**src/rtl/multicycle_control_unit.sv**
```systemverilog
// Multi-cycle control FSM for the Processor_Integration_5 datapath.
// Decodes IR[15:12], sequences fetch/decode/execute/memory/writeback and
// drives every datapath write enable, operand select and ALU code.
module multicycle_control_unit #(
   parameter int          OPW     = 4,
   parameter logic [2:0]  ALU_ADD = 3'd1
) (
   input  logic        Clock,
   input  logic        Reset_n,
   input  logic [15:0] IR,
   input  logic        isZero,
   input  logic        Mem_Ready,
   output logic        Mem_Read,
   output logic        IR_Write,
   output logic        PCWrite,
   output logic        Awrite,
   output logic        Bwrite,
   output logic        ALUOutWrite,
   output logic        reg_write,
   output logic        iszero_write,
   output logic        Mwrite,
   output logic        Asel,
   output logic        Bsel,
   output logic        ItypeSel,
   output logic [2:0]  ALUcontrol,
   output logic [2:0]  destData,
   output logic [1:0]  destAddr,
   output logic [1:0]  jControl,
   output logic        Halted,
   output logic        Illegal
);

   localparam logic [2:0] ALU_AND   = 3'd0;
   localparam logic [2:0] ALU_SUB   = 3'd2;
   localparam logic [2:0] ALU_OR    = 3'd3;
   localparam logic [2:0] ALU_PASSA = 3'd6;
   localparam logic [2:0] ALU_PASSB = 3'd7;

   localparam logic [OPW-1:0] OP_ADD  = OPW'(4'h0);
   localparam logic [OPW-1:0] OP_SUB  = OPW'(4'h1);
   localparam logic [OPW-1:0] OP_AND  = OPW'(4'h2);
   localparam logic [OPW-1:0] OP_OR   = OPW'(4'h3);
   localparam logic [OPW-1:0] OP_ADDI = OPW'(4'h4);
   localparam logic [OPW-1:0] OP_LUI  = OPW'(4'h5);
   localparam logic [OPW-1:0] OP_LW   = OPW'(4'h6);
   localparam logic [OPW-1:0] OP_SW   = OPW'(4'h7);
   localparam logic [OPW-1:0] OP_BEQZ = OPW'(4'h8);
   localparam logic [OPW-1:0] OP_J    = OPW'(4'h9);
   localparam logic [OPW-1:0] OP_JAL  = OPW'(4'hA);
   localparam logic [OPW-1:0] OP_JR   = OPW'(4'hB);
   localparam logic [OPW-1:0] OP_HALT = OPW'(4'hF);

   typedef enum logic [3:0] {
      S_FETCH, S_DECODE, S_EXEC_R, S_EXEC_I, S_WB, S_MEM_ADDR, S_MEM_RD,
      S_MEM_WB, S_MEM_WR, S_BRANCH, S_JUMP, S_JAL_LINK, S_EXEC_JR, S_JR_PC,
      S_HALT
   } state_t;

   state_t          state_q, state_d;
   logic [OPW-1:0]  opcode;

   assign opcode = IR[15 -: OPW];

   // State register; reset forces FETCH asynchronously
   always_ff @(posedge Clock or negedge Reset_n) begin
      if (!Reset_n) state_q <= S_FETCH;
      else          state_q <= state_d;
   end

   // Next-state selection
   always_comb begin
      state_d = S_FETCH;
      unique case (state_q)
         S_FETCH:    state_d = Mem_Ready ? S_DECODE : S_FETCH;
         S_DECODE: begin
            case (opcode)
               OP_ADD, OP_SUB, OP_AND, OP_OR: state_d = S_EXEC_R;
               OP_ADDI, OP_LUI:               state_d = S_EXEC_I;
               OP_LW, OP_SW:                  state_d = S_MEM_ADDR;
               OP_BEQZ:                       state_d = S_BRANCH;
               OP_J:                          state_d = S_JUMP;
               OP_JAL:                        state_d = S_JAL_LINK;
               OP_JR:                         state_d = S_EXEC_JR;
               OP_HALT:                       state_d = S_HALT;
               default:                       state_d = S_FETCH;
            endcase
         end
         S_EXEC_R,
         S_EXEC_I:   state_d = S_WB;
         S_MEM_ADDR: state_d = (opcode == OP_SW) ? S_MEM_WR : S_MEM_RD;
         S_MEM_RD:   state_d = Mem_Ready ? S_MEM_WB : S_MEM_RD;
         S_MEM_WR:   state_d = Mem_Ready ? S_FETCH : S_MEM_WR;
         S_JAL_LINK: state_d = S_JUMP;
         S_EXEC_JR:  state_d = S_JR_PC;
         S_HALT:     state_d = S_HALT;
         default:    state_d = S_FETCH;
      endcase
   end

   // Control outputs decoded from state; held at defaults while reset is low
   always_comb begin
      Mem_Read     = 1'b0;
      IR_Write     = 1'b0;
      PCWrite      = 1'b0;
      Awrite       = 1'b0;
      Bwrite       = 1'b0;
      ALUOutWrite  = 1'b0;
      reg_write    = 1'b0;
      iszero_write = 1'b0;
      Mwrite       = 1'b0;
      Asel         = 1'b1;
      Bsel         = 1'b0;
      ItypeSel     = 1'b0;
      ALUcontrol   = ALU_ADD;
      destData     = 3'd0;
      destAddr     = 2'd0;
      jControl     = 2'd0;
      Halted       = 1'b0;
      Illegal      = 1'b0;
      if (Reset_n) begin
         unique case (state_q)
            S_FETCH: begin
               Mem_Read = 1'b1;
               IR_Write = Mem_Ready;
               PCWrite  = Mem_Ready;
            end
            S_DECODE: begin
               Awrite   = 1'b1;
               Bwrite   = 1'b1;
               Bsel     = (opcode == OP_ADDI) || (opcode == OP_LUI) ||
                          (opcode == OP_LW)   || (opcode == OP_SW);
               ItypeSel = (opcode != OP_LUI);
               Illegal  = (opcode == OPW'(4'hC)) || (opcode == OPW'(4'hD)) ||
                          (opcode == OPW'(4'hE));
            end
            S_EXEC_R: begin
               ALUOutWrite  = 1'b1;
               iszero_write = 1'b1;
               case (opcode)
                  OP_SUB:  ALUcontrol = ALU_SUB;
                  OP_AND:  ALUcontrol = ALU_AND;
                  OP_OR:   ALUcontrol = ALU_OR;
                  default: ALUcontrol = ALU_ADD;
               endcase
            end
            S_EXEC_I: begin
               ALUOutWrite  = 1'b1;
               iszero_write = 1'b1;
               Bsel         = 1'b1;
               ALUcontrol   = (opcode == OP_LUI) ? ALU_PASSB : ALU_ADD;
               ItypeSel     = (opcode != OP_LUI);
            end
            S_WB: begin
               reg_write = 1'b1;
               destAddr  = IR[11:10];
            end
            S_MEM_ADDR: begin
               ALUOutWrite = 1'b1;
               Bsel        = 1'b1;
               ItypeSel    = 1'b1;
            end
            S_MEM_RD:   Mem_Read = 1'b1;
            S_MEM_WB: begin
               reg_write = 1'b1;
               destData  = 3'd1;
               destAddr  = IR[11:10];
            end
            S_MEM_WR:   Mwrite = 1'b1;
            S_BRANCH: begin
               PCWrite  = isZero;
               jControl = 2'd1;
            end
            S_JUMP: begin
               PCWrite  = 1'b1;
               jControl = 2'd2;
            end
            // PC was already advanced in FETCH, so it is the return address
            S_JAL_LINK: begin
               reg_write = 1'b1;
               destData  = 3'd5;
               destAddr  = 2'd3;
            end
            S_EXEC_JR: begin
               ALUOutWrite = 1'b1;
               ALUcontrol  = ALU_PASSA;
            end
            S_JR_PC: begin
               PCWrite  = 1'b1;
               jControl = 2'd3;
            end
            S_HALT:     Halted = 1'b1;
            default: ;
         endcase
      end
   end

endmodule
```
**config.mk**
```make
export PLATFORM = sky130hd
export DESIGN_NAME = multicycle_control_unit
export DESIGN_NICKNAME = d
export VERILOG_FILES = /design/src/rtl/multicycle_control_unit.sv
export SDC_FILE = /design/constraint.sdc
export NUM_CORES = 1
export LEC_CHECK = 0
export ABC_AREA = 1
export BUFFER_PORTS_ARGS = -buffer_cell sky130_fd_sc_hd__buf_2
export CAP_MARGIN = 5
export CORE_MARGIN = 4
export CORE_UTILIZATION = 41
export CTS_CLUSTER_SIZE = 28
export DETAILED_ROUTE_END_ITERATION = 16
export HOLD_SLACK_MARGIN = 0.08
export PLACE_DENSITY = 0.84
export SKIP_LAST_GASP = 1
export SLEW_MARGIN = 20
export SYNTH_ARGS = -nofsm -noshare
export SYNTH_HDL_FRONTEND = slang
export SYNTH_SLANG_ARGS = --single-unit
export TNS_END_PERCENT = 30
```
**constraint.sdc**
```tcl
create_clock -name Clock -period 1.6 [get_ports Clock]
set_input_delay 0.16 -clock Clock [delete_from_list [all_inputs] [get_ports Clock]]
set_output_delay 0.16 -clock Clock [all_outputs]
set_load 0.03 [all_outputs]
```
After elaboration in Yosys (flattened, before gate mapping)

Memories as Yosys holds them, arrays and structs flattened.
Cells that the tools add are included.

Bits in registers: 4
Bits in latches: 0
Memory bits (writable): 0
ROM bits: 64
Bits of input ports: 20
Output and inout bits: 24
Logic and storage cells: 80
Memories kept: 1

$add $sub $neg: 0
Multipliers: 0
Div/mod/pow operators: 0
Order comparisons: 0
Equal/unequal tests: 25
Shifts and indexed selects: 0
Multiplexer cells: 39
Bitwise gates (word level): 0
Reductions and logical operators: 14

Memories:

| name            | depth | bits a word | read ports | clocked after Yosys merged registers in | wr ports | RTL line | RTL |
|---|---|---|---|---|---|---|---|
| (no name shown) | 16    | 4           | 1          | 0                                       | 0        | 76       | `case (opcode)` |

Operators with widths:

| kind                                                             | number |
|---|---|
| 4-bit == test (second input constant)                            | 10 |
| 4-bit one-hot mux with 9 select lines                            | 1 |
| 4-bit by 3-bit == test with 1-bit output (second input constant) | 8 |
| 1-bit 2-to-1 mux                                                 | 23 |
| 4-bit by 2-bit == test with 1-bit output (second input constant) | 4 |
| 2-bit one-hot mux with 3 select lines                            | 2 |
| 2-bit OR reduction                                               | 6 |
| 3-bit 2-to-1 mux                                                 | 3 |
| 3-bit one-hot mux with 3 select lines                            | 1 |
| 4-bit by 1-bit == test with 1-bit output (second input constant) | 2 |
| 4-bit 2-to-1 mux                                                 | 2 |
| 3-bit one-hot mux with 2 select lines                            | 1 |
| 1-bit logical OR                                                 | 5 |
| 4-bit logical NOT                                                | 1 |
| 2-bit 2-to-1 mux                                                 | 2 |
| 4-bit by 3-bit != test with 1-bit output (second input constant) | 1 |
| 1-bit one-hot mux with 2 select lines                            | 2 |
| 2-bit one-hot mux with 2 select lines                            | 1 |
| 4-bit OR reduction                                               | 1 |
| 1-bit one-hot mux with 3 select lines                            | 1 |
| 3-bit OR reduction                                               | 1 |

Longest topological paths before layout

Word-level depth: 6
Depth in mapped cells: 7

Least setup slack after synthesis

Ideal clock, no wire load.

Path type: register -> output
From: register state_q[2]
To: output port Illegal
Data arrival time: 1.481 ns
Data required time: 1.440 ns
Setup slack: -0.041 ns
Stages on the path, launching flop included: 6
Path buffers: 0
Cells stage by stage: dfrtp_1 > inv_1 > nand2_1 > nor2_4 > nand2_1 > nor3_1

Cells in the longest elaborated chain, start to end: 3

RTL lines:

| what                                     | RTL line | RTL |
|---|---|---|
| start, declared                          | 59       | `state_t state_q, state_d;` |
| start signal, assigned                   | 67       | `else state_q <= state_d;` |
| 4-bit by 1-bit == test with 1-bit output | 121      | `unique case (state_q)` |
| 1-bit 2-to-1 mux                         | 121      |  |
| 1-bit 2-to-1 mux                         | 120      | `if (Reset_n) begin` |
| end, declared                            | 30       | `output logic Illegal` |

No other way between the ends.

Worst setup path after layout

From: register state_q[3]
To: output port Mem_Read

Cells in the longest elaborated chain, start to end: 4

RTL lines:

| what                                                                          | RTL line | RTL |
|---|---|---|
| 4-bit by 3-bit == test with 1-bit output or 4-bit logical NOT (tied branches) | 121      |  |
| 2-bit OR reduction (no source line) (*)                                       | --       |  |
| 1-bit 2-to-1 mux (*)                                                          | 121      |  |
| 1-bit 2-to-1 mux (*)                                                          | 120      |  |
| end, declared                                                                 | 13       | `output logic Mem_Read,` |

Every way passes the cells marked *; elsewhere a longest branch is shown, timed or not.

==> results.ini <==
[yosys]
synth_top_flop_cell = dfrtp_1
synth_area_per_cell_um2 = 5.267
ys_ff_latch = 4
synth_nets = 153
yosysMostFrequentCell = nand2_1
synth_commonest_cells = nand2_1 (36), nor2_1 (24), inv_1 (17)
synthCells = 129
yosysTopAreaCellShare_pct = 19.89
ys_warn_count = 0
syn_area_um2 = 679.4
synth_cell_type_count = 18
yosys-top-cells-area = nand2_1 (20%), dfrtp_1 (15%), nor2_1 (13%)
seq_area_frac_synth_pct = 14.73
synth_edf_count = 0
yosys.area.top_type = nand2_1
synth-async-reset-ratio_pct = 100.0

[power]
switching_share_pct = 56.43
p_comb_share_pct = 74.0
power.leakage_uw = 0.0006186
power_density_mw_per_mm2 = 1349
p_clk_share_pct = 8.8
power_frac_seq_pct = 17.2
cell_internal_pwr_uw = 612.4
vdd_drop_max_uv = 1003
p_switching_uw = 793.2

[place]
portBuffers = 31
place_hpwl_mm = 1.719
placed_area_um2 = 862.1
routabilityCongestion = 0.9615

[global_routing]
track_usage_pct = 18.84
use_met2_pct = 32.61
gr-total-overflow = 0
met3_usage_pct = 6.748
grt_max_degree = 10
busiest_layer = met2
antenna_found_initial = 0
grt_pass1_wl_mm = 3.753
grtUsageMet1_pct = 21.83
grt_pass1_vias = 873

[cells_and_area]
largestRegisters = state_q x4
drive_gt1_share_pct = 42.60
fin_area_mm2 = 0.001042
antenna_cells = 0
nNetsFinal = 195
top_register = state_q
fillers = 152
area_growth_pct = 53.41
largest_register_ffs = 4

[timing]
fin_crit_ps = 1605
setup_slack_ps = -5.296
rsz0062_at_grt = true
timing.fmax_mhz = 622.9
whs_ps = 229.6
setup_viol = 1
hold_violations = 0
fin_skew_ps = 5.125
fin_crit_sh_pct = 100.3
drv_slew = 0

[clock_network]
cts_tree = built
htree_levels = 1
clk_pin_slew_worst_paths_ps = 40
numCtsBuffers = 3
cts.sinks = 4
clkLatencyLatePin_ps = 240
cts_buffer_depth = 2
clockRootBuffer = clkbuf_4

[setup_path]
worstPathArrival_ps = 1450
cp.buffers_inverters = 3
start_kind = flop
path_class = reg2out
cp_data_required_time_ps = 1440
rrSetupSlack_ps = 310
path_max_fanout = 6
cp_top_family = flip-flops
crit_chain = inv_4 > nand2_1 > nor2_2 > inv_1 > a21oi_2 > buf_4
cp_slowest_cell = dfrtp_2
end_kind = output port
max_stage_delay_ps = 470

[drt]
drc = 0
first_pass_iters = 4
detailroute.via_count = 960
routedWlPerCell_um = 12.01
first_iter_violations = 32
ant_nets = 0
wirelength_mm = 2.221
viasPerCell = 5.189

[floorplanning]
core.rowCount = 14
die_y_um = 48.71
io_pins = 44
dieArea_mm2 = 0.002372
die_x_um = 48.71
initial_utilization_pct = 44.07
core_area_mm2 = 0.001541

[outcome]
status = finished, violations left
violations = setup timing

[flow_run]
maxCapViolations = 0

[worst_hold_path]
min_path_type = in2reg

timing repair:
action	4_1_cts	5_1_grt
hold buffers	1	0
hold endpoints to repair	4	0
pin swaps	0	4
gates resized for setup	18	28
endpoints found under the setup margin	14	18
setup buffers	0	5
power by group through the flow:
stage | registers, µW | clock network [µW] | logic (µW)
floorplan | 183 | 0 | 591
global placement | 194 | 0 | 815
detailed placement | 197 | 0 | 815
CTS | 219 | 131 | 865
global route | 251 | 145 | 1120
finish | 242 | 124 | 1040
routing by layer:
| layer | wire [µm] | vias up |
|---|---|---|
| met2 | 1097 | 47 |
| li1 | - | 488 |
| met3 | 222 | 4 |
| met5 | 0 | - |
| met1 | 863 | 421 |
| met4 | 37 | 0 |
cells in the final DEF (no fill, tap or decap), types with 2 or more instances in the layout:
master / count
o21ai_0: 5
buf_6: 3
nor2_2: 4
inv_1: 13
ha_1: 4
a21oi_1: 6
a21oi_2: 2
nor2_4: 4
nor3_1: 3
dfrtp_2: 4
or2_2: 2
nor2_1: 17
buf_4: 14
conb_1: 2
inv_2: 3
buf_2: 22
inv_4: 2
nand4_1: 5
nand2_2: 4
clkbuf_4: 4
nand3_1: 8
nand2_1: 31
cells by family (layout without fill, tap and decap cells):
logic type / after synthesis / after routing / synth area share [%]
and+or+nand+nor: 81 / 81 / 50.83
adders and majority gates: 4 / 4 / 7.367
AOI/OAI and AO/OA: 15 / 15 / 11.42
buffers and inverters: 23 / 63 / 14.55
other: 2 / 2 / 1.105
DFF: 4 / 4 / 14.73
layout make-up:
cell class                      instances  area, µm²  area share, %
Clock buffer                            3      22.52          2.161
Sequential cell                         4      105.1          10.08
Tap cell                               16      20.02          1.921
Multi-Input combinational cell        102      551.8          52.94
Inverter                               19      76.32          7.323
Timing Repair Buffer                   41      266.5          25.57
worst reg2reg max path, delay by kind of cell (launching register included):
family / cells / cell delay, ps
compound gates: 1 / 80
simple gates: 3 / 310
buf+inv: 3 / 350
flops: 1 / 470
metrics by stage:
stage | setup WS, ps | utilization (%) | power [µW] | std cells | TNS [ps]
3_3_place_gp | 158.7 | 55.93 | 1010 | 176 | 0
2_1_floorplan | 50.28 | - | 773.9 | 129 | 0
5_1_grt | -109.1 | 67.61 | 1519 | 185 | -1122
3_5_place_dp | 135.9 | 55.93 | 1012 | 176 | 0
6_report | -5.296 | 67.61 | 1406 | 185 | -5.296
4_1_cts | -28.58 | 60.39 | 1215 | 180 | -45.53
path summary, 6_finish.rpt:
path | cells past startpoint | end | startpoint
worst max-delay path | 6 | Mem_Read | state_q[3]
worst min register to register | 3 | state_q[0] | state_q[0]
worst min-delay path | 3 | state_q[0] | Mem_Ready
worst max register to register | 7 | state_q[2] | state_q[3]
min in group asynchronous | 3 | state_q[3] | Reset_n
max in group asynchronous | 3 | state_q[1] | Reset_n
Power figures use the tool's default switching activity.
